===== src/rtl/cam_alloc_ctrl_if.sv =====
// Request/response and CAM-side bundle of the CAM allocation controller.
// The slave modport is the controller; master is the surrounding environment.
interface cam_alloc_ctrl_if #(
  parameter int DATA_WIDTH = 64,
  parameter int ADDR_WIDTH = 5
);
  logic                  req_valid;
  logic                  req_ready;
  logic                  req_op;
  logic [DATA_WIDTH-1:0] req_key;
  logic                  rsp_valid;
  logic                  rsp_ready;
  logic [ADDR_WIDTH-1:0] rsp_addr;
  logic [1:0]            rsp_status;
  logic [ADDR_WIDTH:0]   occupancy;
  logic                  full;
  logic [ADDR_WIDTH-1:0] cam_write_addr;
  logic [DATA_WIDTH-1:0] cam_write_data;
  logic                  cam_write_delete;
  logic                  cam_write_enable;
  logic                  cam_write_busy;
  logic [DATA_WIDTH-1:0] cam_compare_data;
  logic                  cam_match;
  logic [ADDR_WIDTH-1:0] cam_match_addr;

  modport slave (
    input  req_valid, req_op, req_key, rsp_ready,
    input  cam_write_busy, cam_match, cam_match_addr,
    output req_ready, rsp_valid, rsp_addr, rsp_status, occupancy, full,
    output cam_write_addr, cam_write_data, cam_write_delete, cam_write_enable,
    output cam_compare_data
  );

  modport master (
    output req_valid, req_op, req_key, rsp_ready,
    output cam_write_busy, cam_match, cam_match_addr,
    input  req_ready, rsp_valid, rsp_addr, rsp_status, occupancy, full,
    input  cam_write_addr, cam_write_data, cam_write_delete, cam_write_enable,
    input  cam_compare_data
  );
endinterface


===== src/rtl/cam_alloc_ctrl.sv =====
// Insert/delete front end for the shift-register CAM: looks the key up, picks a
// free row, drives the CAM write handshake and returns one response per request.
module cam_alloc_ctrl #(
  parameter int DATA_WIDTH = 64,
  parameter int ADDR_WIDTH = 5
) (
  input logic            clk,
  input logic            rst,
  cam_alloc_ctrl_if.slave bus
);
  localparam int DEPTH = 1 << ADDR_WIDTH;

  localparam logic [1:0] ST_OK   = 2'd0;
  localparam logic [1:0] ST_DUP  = 2'd1;
  localparam logic [1:0] ST_FULL = 2'd2;
  localparam logic [1:0] ST_MISS = 2'd3;

  typedef enum logic [2:0] {INIT, IDLE, LOOKUP, EVAL, ISSUE, WAIT, RESP} state_t;

  state_t                state;
  logic [DEPTH-1:0]      valid_map;
  logic [ADDR_WIDTH:0]   occ;
  logic [ADDR_WIDTH:0]   occ_next;
  logic                  full_r;
  logic                  op_r;
  logic [DATA_WIDTH-1:0] key_r;
  logic                  rsp_valid_r;
  logic [ADDR_WIDTH-1:0] rsp_addr_r;
  logic [1:0]            rsp_status_r;
  logic                  we_r;
  logic                  wdel_r;
  logic [ADDR_WIDTH-1:0] waddr_r;
  logic [DATA_WIDTH-1:0] wdata_r;
  logic [ADDR_WIDTH-1:0] free_idx;

  // Lowest-index empty row; scanning downward lets the last hit win.
  always_comb begin
    free_idx = '0;
    for (int i = DEPTH - 1; i >= 0; i--) begin
      if (!valid_map[i]) free_idx = ADDR_WIDTH'(i);
    end
  end

  assign occ_next = op_r ? (occ - 1'b1) : (occ + 1'b1);

  // The write address register doubles as the target row through ISSUE and WAIT.
  always_ff @(posedge clk) begin
    if (rst) begin
      state        <= INIT;
      valid_map    <= '0;
      occ          <= '0;
      full_r       <= 1'b0;
      op_r         <= 1'b0;
      key_r        <= '0;
      rsp_valid_r  <= 1'b0;
      rsp_addr_r   <= '0;
      rsp_status_r <= ST_OK;
      we_r         <= 1'b0;
      wdel_r       <= 1'b0;
      waddr_r      <= '0;
      wdata_r      <= '0;
    end else begin
      we_r <= 1'b0;
      case (state)
        INIT: begin
          if (!bus.cam_write_busy) state <= IDLE;
        end
        IDLE: begin
          if (bus.req_valid && !bus.cam_write_busy) begin
            op_r  <= bus.req_op;
            key_r <= bus.req_key;
            state <= LOOKUP;
          end
        end
        LOOKUP: state <= EVAL;
        EVAL: begin
          if (!op_r) begin
            if (bus.cam_match) begin
              rsp_status_r <= ST_DUP;
              rsp_addr_r   <= bus.cam_match_addr;
              rsp_valid_r  <= 1'b1;
              state        <= RESP;
            end else if (full_r) begin
              rsp_status_r <= ST_FULL;
              rsp_addr_r   <= '0;
              rsp_valid_r  <= 1'b1;
              state        <= RESP;
            end else begin
              we_r    <= 1'b1;
              wdel_r  <= 1'b0;
              waddr_r <= free_idx;
              wdata_r <= key_r;
              state   <= ISSUE;
            end
          end else begin
            if (bus.cam_match) begin
              we_r    <= 1'b1;
              wdel_r  <= 1'b1;
              waddr_r <= bus.cam_match_addr;
              wdata_r <= key_r;
              state   <= ISSUE;
            end else begin
              rsp_status_r <= ST_MISS;
              rsp_addr_r   <= '0;
              rsp_valid_r  <= 1'b1;
              state        <= RESP;
            end
          end
        end
        ISSUE: begin
          valid_map[waddr_r] <= !op_r;
          occ                <= occ_next;
          full_r             <= (occ_next == (ADDR_WIDTH + 1)'(DEPTH));
          rsp_status_r       <= ST_OK;
          rsp_addr_r         <= waddr_r;
          state              <= WAIT;
        end
        WAIT: begin
          if (!bus.cam_write_busy) begin
            rsp_valid_r <= 1'b1;
            state       <= RESP;
          end
        end
        RESP: begin
          if (bus.rsp_ready) begin
            rsp_valid_r <= 1'b0;
            state       <= IDLE;
          end
        end
        default: state <= INIT;
      endcase
    end
  end

  assign bus.req_ready        = (state == IDLE) && !bus.cam_write_busy;
  assign bus.rsp_valid        = rsp_valid_r;
  assign bus.rsp_addr         = rsp_addr_r;
  assign bus.rsp_status       = rsp_status_r;
  assign bus.occupancy        = occ;
  assign bus.full             = full_r;
  assign bus.cam_write_addr   = waddr_r;
  assign bus.cam_write_data   = wdata_r;
  assign bus.cam_write_delete = wdel_r;
  assign bus.cam_write_enable = we_r;
  assign bus.cam_compare_data = key_r;
endmodule


===== src/flat_wrapper.sv =====
// flat-port wrapper written by rule: the top's interface ports become plain ports
module cam_alloc_ctrl_flat 
#(
  parameter int DATA_WIDTH = 64,
  parameter int ADDR_WIDTH = 5
)
  (clk, rst, bus_req_valid, bus_req_op, bus_req_key, bus_rsp_ready, bus_cam_write_busy, bus_cam_match, bus_cam_match_addr, bus_req_ready, bus_rsp_valid, bus_rsp_addr, bus_rsp_status, bus_occupancy, bus_full, bus_cam_write_addr, bus_cam_write_data, bus_cam_write_delete, bus_cam_write_enable, bus_cam_compare_data);
  cam_alloc_ctrl_if #(.DATA_WIDTH(DATA_WIDTH), .ADDR_WIDTH(ADDR_WIDTH)) bus_i ();
  input logic clk;
  input logic rst;
  input wire logic [$bits(bus_i.req_valid)-1:0] bus_req_valid;
  input wire logic [$bits(bus_i.req_op)-1:0] bus_req_op;
  input wire logic [$bits(bus_i.req_key)-1:0] bus_req_key;
  input wire logic [$bits(bus_i.rsp_ready)-1:0] bus_rsp_ready;
  input wire logic [$bits(bus_i.cam_write_busy)-1:0] bus_cam_write_busy;
  input wire logic [$bits(bus_i.cam_match)-1:0] bus_cam_match;
  input wire logic [$bits(bus_i.cam_match_addr)-1:0] bus_cam_match_addr;
  output wire logic [$bits(bus_i.req_ready)-1:0] bus_req_ready;
  output wire logic [$bits(bus_i.rsp_valid)-1:0] bus_rsp_valid;
  output wire logic [$bits(bus_i.rsp_addr)-1:0] bus_rsp_addr;
  output wire logic [$bits(bus_i.rsp_status)-1:0] bus_rsp_status;
  output wire logic [$bits(bus_i.occupancy)-1:0] bus_occupancy;
  output wire logic [$bits(bus_i.full)-1:0] bus_full;
  output wire logic [$bits(bus_i.cam_write_addr)-1:0] bus_cam_write_addr;
  output wire logic [$bits(bus_i.cam_write_data)-1:0] bus_cam_write_data;
  output wire logic [$bits(bus_i.cam_write_delete)-1:0] bus_cam_write_delete;
  output wire logic [$bits(bus_i.cam_write_enable)-1:0] bus_cam_write_enable;
  output wire logic [$bits(bus_i.cam_compare_data)-1:0] bus_cam_compare_data;
  assign bus_i.req_valid = bus_req_valid;
  assign bus_i.req_op = bus_req_op;
  assign bus_i.req_key = bus_req_key;
  assign bus_i.rsp_ready = bus_rsp_ready;
  assign bus_i.cam_write_busy = bus_cam_write_busy;
  assign bus_i.cam_match = bus_cam_match;
  assign bus_i.cam_match_addr = bus_cam_match_addr;
  assign bus_req_ready = bus_i.req_ready;
  assign bus_rsp_valid = bus_i.rsp_valid;
  assign bus_rsp_addr = bus_i.rsp_addr;
  assign bus_rsp_status = bus_i.rsp_status;
  assign bus_occupancy = bus_i.occupancy;
  assign bus_full = bus_i.full;
  assign bus_cam_write_addr = bus_i.cam_write_addr;
  assign bus_cam_write_data = bus_i.cam_write_data;
  assign bus_cam_write_delete = bus_i.cam_write_delete;
  assign bus_cam_write_enable = bus_i.cam_write_enable;
  assign bus_cam_compare_data = bus_i.cam_compare_data;
  cam_alloc_ctrl #(.DATA_WIDTH(DATA_WIDTH), .ADDR_WIDTH(ADDR_WIDTH)) u_core (.clk(clk), .rst(rst), .bus(bus_i));
endmodule

===== config.mk =====
export PLATFORM = sky130hd
export DESIGN_NAME = cam_alloc_ctrl_flat
export DESIGN_NICKNAME = d
export VERILOG_FILES = /design/src/rtl/cam_alloc_ctrl_if.sv /design/src/rtl/cam_alloc_ctrl.sv /design/src/flat_wrapper.sv
export SDC_FILE = /design/constraint.sdc
export NUM_CORES = 1
export LEC_CHECK = 0
export BUFFER_PORTS_ARGS = -buffer_cell sky130_fd_sc_hd__buf_4
export CAP_MARGIN = 20
export CORE_MARGIN = 4
export CORE_UTILIZATION = 55
export CTS_CLUSTER_SIZE = 40
export DETAILED_ROUTE_END_ITERATION = 10
export MAX_ROUTING_LAYER = met4
export PLACE_DENSITY = 0.88
export SLEW_MARGIN = 20
export SYNTH_ARGS = -nofsm -noshare
export SYNTH_HDL_FRONTEND = slang
export SYNTH_SLANG_ARGS = --single-unit

===== constraint.sdc =====
create_clock -name clk -period 7.2 [get_ports clk]
set_clock_uncertainty 0.2 [all_clocks]
set_input_delay 1.44 -clock clk [delete_from_list [all_inputs] [get_ports clk]]
set_output_delay 1.44 -clock clk [all_outputs]
set_load 0.02 [all_outputs]

==> flow_metrics.tcl, run 1 <==
set metrics [dict create \
    synth.distinct_cells 53 \
    yosys-top-cells-count "nand2_1 (298), dfxtp_1 (186), a21oi_1 (170)" \
    core_sq_um 13240 \
    period_share 0.5231 \
    power_uw 2091 \
    rows 42 \
    synth_fp_nets 1011 \
    hp-class "reg -> reg" \
    clockRootBuffer "clkbuf_16" \
    slowest_stage "nor4b_2" \
    grt_use_total 0.2945 \
    gp_congestion 0.8487 \
    setup_tns_ps 0 \
    nNetsFinal 1192 \
    path_clk_slew_ps 60 \
    htree_levels 4 \
    postLayoutCoreUtil 0.7287 \
    arrival_ps 2130 \
    ir_worst_vdd_uv 182.8 \
    finalSetupViolCount 0 \
    crit_path_frequent_cell "buf_4" \
    synth-compound-area-share 0.1971 \
    drt_iter0_markers 641 \
    area_delta_synth_final_pct 30.13 \
    drtAntennaViolNets 0 \
    antenna_found_initial 0 \
    synth-seq-cells 186 \
    worst_pin_slew_ps 1081 \
    finalWirelength_mm 22.12 \
    slew_violations 0 \
    cts_inserted_buffers 17 \
    cap_viol_max_count 0 \
    path_buf_inv 2 \
    wl_per_cell_um 17.04 \
    synth_edf_count 0 \
    die_x_um 124.1 \
    clockBufferDepth 2 \
    grt_max_degree 115 \
    cpPeakStageDelay_ps 340 \
    gr-usage-met3 0.1031 \
    dpl.hpwl_mm 14.20 \
    grt_pass1_wl_mm 34.31 \
    first_global_vias 7075 \
    synth_fa_ha_area_frac 0.01114 \
    place_area_sq_um 9092 \
    synth_mux_area_frac 0.008099 \
    use_met2 0.4676 \
    critical_path_class "in -> out" \
    io_buffers 226 \
    ctsResizeCount 0 \
    grt.overflow.total 0 \
    num_antenna_cells 0 \
    rsz0062_at_grt "false" \
    synth_ff_type "dfxtp_1" \
    relSlewSlack 0.2766 \
    path_max_fanout 5 \
    grtUsageMet1 0.3286 \
    dieArea_sq_um 15400 \
    synthXorXnorAreaFrac 0.004724 \
    drive_gt1_frac 0.2504 \
    initial_core_util 0.5600 \
    end_kind "output pin" \
    path_cells "buf_4 > nor4b_2 > buf_4" \
    dr_total_vias 7361 \
    critPathLaunchType "primary input" \
    power.leakage_uw 0.003727 \
    syn-instance-count 929 \
    synth_top_family_by_area "simple AND/OR/NAND/NOR gates" \
    synth.top_cells.by_area "dfxtp_1 (50%), nand2_1 (15%), a21oi_1 (11%)" \
    finalCriticalPeriod_ps 3766 \
    num_io_pins 227 \
    holdBufCountCts 0 \
    async_flop_share 0 \
    hold_viol_final 0 \
    synth.most_common_cell "nand2_1" \
    syn_area_sq_um 7416 \
    synth-simple-area-share 0.2288 \
    power_density_nw_per_um2 216.7 \
    cp.required_ps 5560 \
    yosysSeqAreaShare 0.5021 \
    clock_sinks 186 \
    critPathTopFamily "buffers and inverters" \
    postCtsSetupRepairBufs 0 \
    viasPerCell 5.671 \
    synth_top_area_share 0.5021 \
    ys_warn_count 0 \
    status "finished, final reports clean" \
    drc 0 \
    avgSynthCellArea_sq_um 7.983 \
    grt-busiest-layer "met2" \
    clock_latency_ps 440 \
    max_freq_ghz 0.2655 \
    dr.pass1.iters 5 \
    dieHeight_um 124.1 \
    synth_top_area_cell "dfxtp_1" \
    cts_tree "done" \
    design_area_sq_um 9651 \
]
[power breakdown]
part	internal [uW]	leakage, uW	switching (uW)	total (uW)
Combinational	59.2	0.00196	80.9	140
Clock	488	0.000267	407	894
Sequential	1040	0.00150	14.7	1060
[layer usage]
metal,up-vias,part of all wire,wire [um]
met1,3435,0.37,8271
met4,0,0.047,1042
met5,-,0,0
met2,329,0.49,10900
li1,3522,-,-
met3,75,0.086,1911
[layout by cell type (no fill, tap or decap), drive strengths merged, types with 4 or more instances in the layout]
cell type	n
nor3b	6
buf	234
dfxtp	186
and3	6
clkbuf	19
nor2	39
mux2i	6
a211oi	6
nand4	9
nand2	298
clkinv	5
o21ai	10
nor3	8
xor2	4
nor2b	5
a311oi	32
a31oi	4
a21oi	174
nand3	11
ha	5
inv	15
[path summary, 6_finish.rpt]
path         slack [ps]  cells past startpoint                                        from                                    endpoint
min                 250                      2  u_core.bus.cam_write_data[56]$_SDFFE_PP0P_  u_core.bus.cam_write_data[56]$_SDFFE_PP0P_
max reg2reg        4420                      7                    u_core.op_r$_SDFFE_PP0P_   u_core.bus.cam_write_addr[2]$_SDFFE_PP0P_
min reg2reg         250                      2  u_core.bus.cam_write_data[56]$_SDFFE_PP0P_  u_core.bus.cam_write_data[56]$_SDFFE_PP0P_
max                3430                      3                          bus_cam_write_busy                               bus_req_ready
[state kept, by name (all words and copies together) (netlist names), 2 cells and up]
register                     count
u_core.bus.cam_compare_data     64
u_core.bus.cam_write_addr        5
u_core.bus.cam_write_data       64
u_core.bus.occupancy             6
u_core.bus.rsp_addr              5
u_core.bus.rsp_status            2
u_core.state                     3
u_core.valid_map                32
[worst register-to-register path, cell delays in order (launching register included)]
cell and delay, ps:
dfxtp_1 300, buf_4 430, nor3_1 120, a21o_1 230, nand2_2 240, buf_4 620
nor4b_1 150, a2111oi_0 390
[layout make-up]
class                   instances  area (sq um)
clock buffers                  19         442.9
clock inverters                12         115.1
fillers                      1012          3592
inverters                      12         45.04
multi-input cells             659          3343
flip-flops and latches        186          3724
well taps                     176         220.2
repair buffers                234          1760
[stage by stage]
stage                     instances  hold slack, ps  worst slack (ps)
after global routing           1298           273.0              3363
after global placement         1267           241.7              3417
final                          1298           254.2              3434
after floorplan                 929           262.8              3601
after detailed placement       1267           246.6              3432
after CTS                      1298           255.7              3427
[kinds of logic after synthesis]
logic type | count (synthesis)
mux | 6
buf+inv | 84
simple gates | 399
xor+xnor | 4
flops | 186
compound gates | 244
fa+ha+maj | 6
Note: power is estimated with default switching activity, not from simulation.
==> inputs of run 2 (changes only) <==
CORE_UTILIZATION = 51   (was 55)
PLACE_DENSITY = 0.82   (was 0.88)
clock period = 3.5 ns   (was 7.2 ns; I/O delays follow)
==> run 2 against run 1 <==
Effect of this change:
- design area increased by 1.3%
- die area grew 7.3%
- wire length down 0.72%
- critical path type is now reg -> reg
- critical endpoint is now u_core.bus.full$_SDFFE_PP0P_
- largest cell class unchanged
- largest power group unchanged
==> flow_metrics.tcl, run 2 (same netlist as run 1, synthesis figures left out) <==
set metrics [dict create \
    critPathLaunchType "register" \
    cts_tree "done" \
    ir_worst_vdd_uv 378.6 \
    r2r_slack_ps 840 \
    power.leakage_uw 0.003787 \
    slew_violations 0 \
    num_io_pins 227 \
    layout_common_cells "nand2_1 (296), buf_4 (237), dfxtp_1 (186)" \
    whs_ps 255.7 \
    initial_core_util 0.5281 \
    rows 43 \
    finalCriticalPeriod_ps 2659 \
    finalWirelength_mm 21.96 \
    ctsResizeCount 0 \
    cp.required_ps 3630 \
    clock_latency_ps 430 \
    path_max_fanout 16 \
    drt_iter0_markers 713 \
    dr.pass1.iters 5 \
    clockRootBuffer "clkbuf_16" \
    dpl.hpwl_mm 15.00 \
    path_clk_slew_ps 70 \
    first_global_vias 6829 \
    worst_pin_slew_ps 903.6 \
    status "finished, final reports clean" \
    nNetsFinal 1198 \
    gp_congestion 0.8591 \
    finalSetupViolCount 0 \
    power_density_nw_per_um2 457.6 \
    viasPerCell 5.559 \
    antenna_found_initial 0 \
    final_common_cell "nand2_1" \
    core_sq_um 14040 \
    path_cells "buf_4 > ha_1 > a211oi_1 > nor3b_1 > a31oi_1 > nand4_1 > o41ai_1" \
    die_x_um 128.6 \
    cpPeakStageDelay_ps 560 \
    setup_tns_ps 0 \
    rsz0062_at_grt "false" \
    htree_levels 4 \
    min_from "u_core.bus.cam_write_data[18]$_SDFFE_PP0P_" \
    hp-class "reg -> reg" \
    max_freq_ghz 0.3761 \
    fill_cells 1126 \
    period_share 0.7597 \
    arrival_ps 2790 \
    clock_sinks 186 \
    r2r_cells 7 \
    hold_depth 2 \
    regToRegEndpoint "u_core.bus.full$_SDFFE_PP0P_" \
    drtAntennaViolNets 0 \
    grt.overflow.total 0 \
    grt_use_total 0.2668 \
    num_antenna_cells 0 \
    dieArea_sq_um 16530 \
    grt_pass1_wl_mm 34.51 \
    hold_viol_final 0 \
    end_kind "register" \
    slowest_stage "dfxtp_1" \
    holdBufCountCts 0 \
    cap_viol_max_count 0 \
    worstHoldEndpoint "u_core.bus.cam_write_data[18]$_SDFFE_PP0P_" \
    cts_inserted_buffers 17 \
    relSlewSlack 0.3976 \
    r2r_start "u_core.op_r$_SDFFE_PP0P_" \
    drc 0 \
    wl_per_cell_um 16.79 \
    drive_gt1_frac 0.2553 \
    critical_path_class "reg -> reg" \
    dieHeight_um 128.6 \
    dr_total_vias 7271 \
    postCtsSetupRepairBufs 0 \
    grt_max_degree 119 \
    io_buffers 226 \
    area_delta_synth_final_pct 31.84 \
    clockBufferDepth 2 \
]
## run 2: worst max-delay path, delay by kind of cell (launching register included)
kind,cells,cell delay [ps]
simple gates,2,280
compound gates,3,920
flops,1,560
fa+ha+maj,1,280
buf+inv,1,320
## run 2: report_power, final
group          switching (uW)  internal (uW)
registers                31.0           2140
logic                     166            125
clock network             870           1140
total                    1070           3410
## run 2: how the worst max path moves through the flow
stage	start	endpoint	cells past startpoint
after floorplan	u_core.op_r$_SDFFE_PP0P_	u_core.bus.occupancy[4]$_SDFFE_PP0P_	8
after global placement	u_core.op_r$_SDFFE_PP0P_	u_core.bus.occupancy[5]$_SDFFE_PP0P_	7
after detailed placement	u_core.op_r$_SDFFE_PP0P_	u_core.bus.full$_SDFFE_PP0P_	7
after CTS	u_core.op_r$_SDFFE_PP0P_	u_core.bus.full$_SDFFE_PP0P_	7
after global routing	u_core.op_r$_SDFFE_PP0P_	u_core.bus.full$_SDFFE_PP0P_	7
final	u_core.op_r$_SDFFE_PP0P_	u_core.bus.full$_SDFFE_PP0P_	7
## run 2: layout make-up
cell class	instances	area, sq um	area share
timing repair buffer	240	1831	0.1872
inverter	12	45.04	0.004607
clock inverter	14	183.9	0.01881
clock buffer	17	425.4	0.04351
multi-input combinational	659	3343	0.3420
sequential	186	3724	0.3809
tap	180	225.2	0.02304
## run 2: through the flow
step | total power (uW) | cell area, sq um | cells | util | setup WS (ps)
after CTS | 4483 | 9777 | 1308 | 0.6962 | 865.7
final | 4474 | 9777 | 1308 | 0.6962 | 840.9
after global placement | 2509 | 9168 | 1277 | 0.6529 | 944.3
after global routing | 4616 | 9777 | 1308 | 0.6962 | 703.4
after detailed placement | 2512 | 9168 | 1277 | 0.6529 | 873.4
after floorplan | 2366 | 7416 | 929 | - | 1205
## run 2: per-layer routing
| metal | up-vias | share of wire | track usage |
|---|---|---|---|
| li1 | 3537 | - | - |
| met1 | 3410 | 0.39 | 0.3099 |
| met2 | 279 | 0.49 | 0.4315 |
| met3 | 45 | 0.091 | 0.09672 |
| met4 | 0 | 0.027 | 0.08586 |
| met5 | - | 0 | - |
==> inputs of run 3 (changes only) <==
ABC_AREA = 1   (was unset)
PLACE_DENSITY = 0.83   (was 0.82)
clock period = 2.5 ns   (was 3.5 ns; I/O delays follow)
==> run 3 against run 2 <==
Effect of this change:
- fmax rose by 12%
- first-iteration DRC count shrank 25%
- sequential share of layout area grew 0.23 points
- synthesized cell count up 2.8%
- register-to-register slack worse by 710 ps
==> flow_metrics.tcl, run 3 <==
set metrics [dict create \
    grt-busiest-layer "met2" \
    power_uw 7682 \
    yosysSeqAreaShare 0.5180 \
    fill_cells 1154 \
    hp-class "in -> reg" \
    worst_pin_slew_ps 616.9 \
    wl_per_cell_um 15.36 \
    period_share 0.9459 \
    dr_total_vias 7110 \
    gr-usage-met3 0.07832 \
    area_delta_synth_final_pct 35.61 \
    path_max_fanout 3 \
    finalSetupViolCount 0 \
    setup_slack_ps 135.2 \
    initial_core_util 0.5199 \
    drc 0 \
    syn-instance-count 955 \
    critPathLaunchType "register" \
    holdBufCountCts 0 \
    hold_viol_final 0 \
    ys_warn_count 0 \
    slowest_stage "or4_4" \
    avgSynthCellArea_sq_um 7.527 \
    postCtsSetupRepairBufs 0 \
    synth_fp_nets 1037 \
    htree_levels 4 \
    regArea_sq_um 3735 \
    dp_slack_ps 32.61 \
    dpl.hpwl_mm 14.25 \
    num_io_pins 227 \
    path_clk_slew_ps 70 \
    rsz0062_at_grt "true" \
    critical_path_class "reg -> reg" \
    synth.distinct_cells 29 \
    arrival_ps 2530 \
    num_antenna_cells 0 \
    cts_tree "done" \
    synth_top_area_share 0.5180 \
    ir_worst_vdd_uv 480.0 \
    relSlewSlack 0.5856 \
    setup.worst_path.start "u_core.op_r$_SDFFE_PP0P_" \
    synth.top_cells.by_area "dfxtp_1 (52%), nor2_1 (16%), o21ai_0 (7.0%)" \
    end_kind "register" \
    status "finished, final reports clean" \
    clockBufferDepth 2 \
    synth_top_area_cell "dfxtp_1" \
    synth-seq-cells 186 \
    grtUsageMet1 0.3228 \
    dieHeight_um 126.7 \
    finalCriticalPeriod_ps 2365 \
    rows 43 \
    drive_gt1_frac 0.2666 \
    slew_violations 0 \
    r2r_slack_ps 140 \
    grt.overflow.total 0 \
    cts_inserted_buffers 17 \
    dr.pass1.iters 6 \
    syn_area_sq_um 7188 \
    clock_latency_ps 420 \
    crit_path_frequent_cell "nand2_1" \
    final_common_cell "nor2_1" \
    drt_iter0_markers 532 \
    finalWirelength_mm 20.80 \
    regToRegEndpoint "u_core.bus.full$_SDFFE_PP0P_" \
    r2r_start "u_core.op_r$_SDFFE_PP0P_" \
    cpPeakStageDelay_ps 540 \
    synth_edf_count 0 \
    grt_use_total 0.2658 \
    drtAntennaViolNets 0 \
    grt_pass1_wl_mm 33.91 \
    layout_common_cells "nor2_1 (308), buf_4 (239), dfxtp_1 (181)" \
    setup_tns_ps 0 \
    clockRootBuffer "clkbuf_16" \
    dieArea_sq_um 16060 \
    use_met2 0.4194 \
    antenna_found_initial 0 \
    async_flop_share 0 \
    synth.most_common_cell "nor2_1" \
    yosys-top-cells-count "nor2_1 (309), dfxtp_1 (186), o21ai_0 (100)" \
    nNetsFinal 1243 \
    cp.required_ps 2660 \
    power.leakage_uw 0.004382 \
    cap_viol_max_count 0 \
    endpoint "u_core.bus.full$_SDFFE_PP0P_" \
    grt_max_degree 99 \
    die_x_um 126.7 \
    gp_congestion 0.8846 \
    max_freq_ghz 0.4229 \
    io_buffers 226 \
    multi_input_area_sq_um 3127 \
    core_sq_um 13830 \
    r2r_cells 10 \
    path_cells "ha_4 > nand2_1 > nor2_1 > a211oi_2 > o21bai_1 > a21oi_1 > xor2_1 > nand2_1 > or4_4 > a21oi_2" \
    clock_sinks 186 \
    viasPerCell 5.251 \
    power_density_nw_per_um2 788.0 \
    postLayoutCoreUtil 0.7050 \
    synth_ff_type "dfxtp_1" \
    first_global_vias 6809 \
]
run 3: cell types whose count changed in the layout (fill, tap and decap cells not counted), moves of 9 or more:
cell      change
nor2_1      +269
nand2_1     -223
a21oi_1     -122
o21ai_0      +90
o21ai_1      +62
inv_2        +21
a311oi_1     -10
inv_1         +9
run 3: layout make-up:
class | count | share of cell area
Clock buffer | 18 | 0.04505
Clock inverter | 14 | 0.01733
Inverter | 42 | 0.01630
Multi-Input combinational cell | 670 | 0.3208
Sequential cell | 186 | 0.3831
Tap cell | 180 | 0.02310
Timing Repair Buffer | 244 | 0.1943
run 3: cell families (layout without fill, tap and decap cells):
kind of cell,Yosys count,after routing,share of synthesized area
AND/OR/NAND/NOR,410,410,0.2209
XOR/XNOR,6,6,0.007311
AO/OA/AOI/OAI,248,248,0.1883
flip-flops,186,186,0.5180
adder cells (fa/ha/maj),6,6,0.01149
buffers and inverters,99,318,0.05396
run 3: worst max-delay path, delay by kind of cell, from the launching register on:
family	cells	cell delay [ps]
xor+xnor	1	160
simple gates	4	730
compound gates	4	620
fa+ha+maj	1	240
flops	1	370
run 3: routing by layer:
layer | vias up | part of all wire
met5 | - | 0
met4 | 0 | 0.022
met3 | 37 | 0.086
met2 | 278 | 0.48
met1 | 3220 | 0.42
li1 | 3575 | -
run 3: power by group:
part           internal (uW)  switching [uW]  total (uW)  leakage (uW)
registers               3200             174        3380       0.00151
clock network           1610            1160        2760      0.000297
logic                    612             929        1540       0.00258
run 3: how the worst min path moves through the flow:
stage                                                    to  cells past startpoint                                startpoint  slack, ps
6_report       u_core.bus.cam_compare_data[29]$_SDFFE_PP0P_                      3                           bus_req_key[29]        110
2_1_floorplan              u_core.valid_map[0]$_SDFFE_PP0P_                      2          u_core.valid_map[0]$_SDFFE_PP0P_        290
4_1_cts        u_core.bus.cam_compare_data[29]$_SDFFE_PP0P_                      3                           bus_req_key[29]         90
3_5_place_dp              u_core.bus.rsp_valid$_SDFFE_PP0P_                      2         u_core.bus.rsp_valid$_SDFFE_PP0P_        270
3_3_place_gp       u_core.bus.cam_write_delete$_SDFFE_PP0P_                      2  u_core.bus.cam_write_delete$_SDFFE_PP0P_        260
5_1_grt        u_core.bus.cam_compare_data[30]$_SDFFE_PP0P_                      3                           bus_req_key[30]        110
run 3: metrics by stage:
stage          hold slack, ps  area, sq um  cells
3_3_place_gp            258.7         9089   1322
3_5_place_dp            267.2         9089   1322
6_report                107.0         9748   1354
4_1_cts                 91.25         9697   1354
5_1_grt                 108.4         9748   1354
2_1_floorplan           285.3         7188    955
run 3: what timing repair did:
| item | CTS | global route |
|---|---|---|
| endpoints found under the setup margin | 0 | 2 |
| endpoints found under the hold margin | 0 | 0 |
| resized for setup | 0 | 14 |
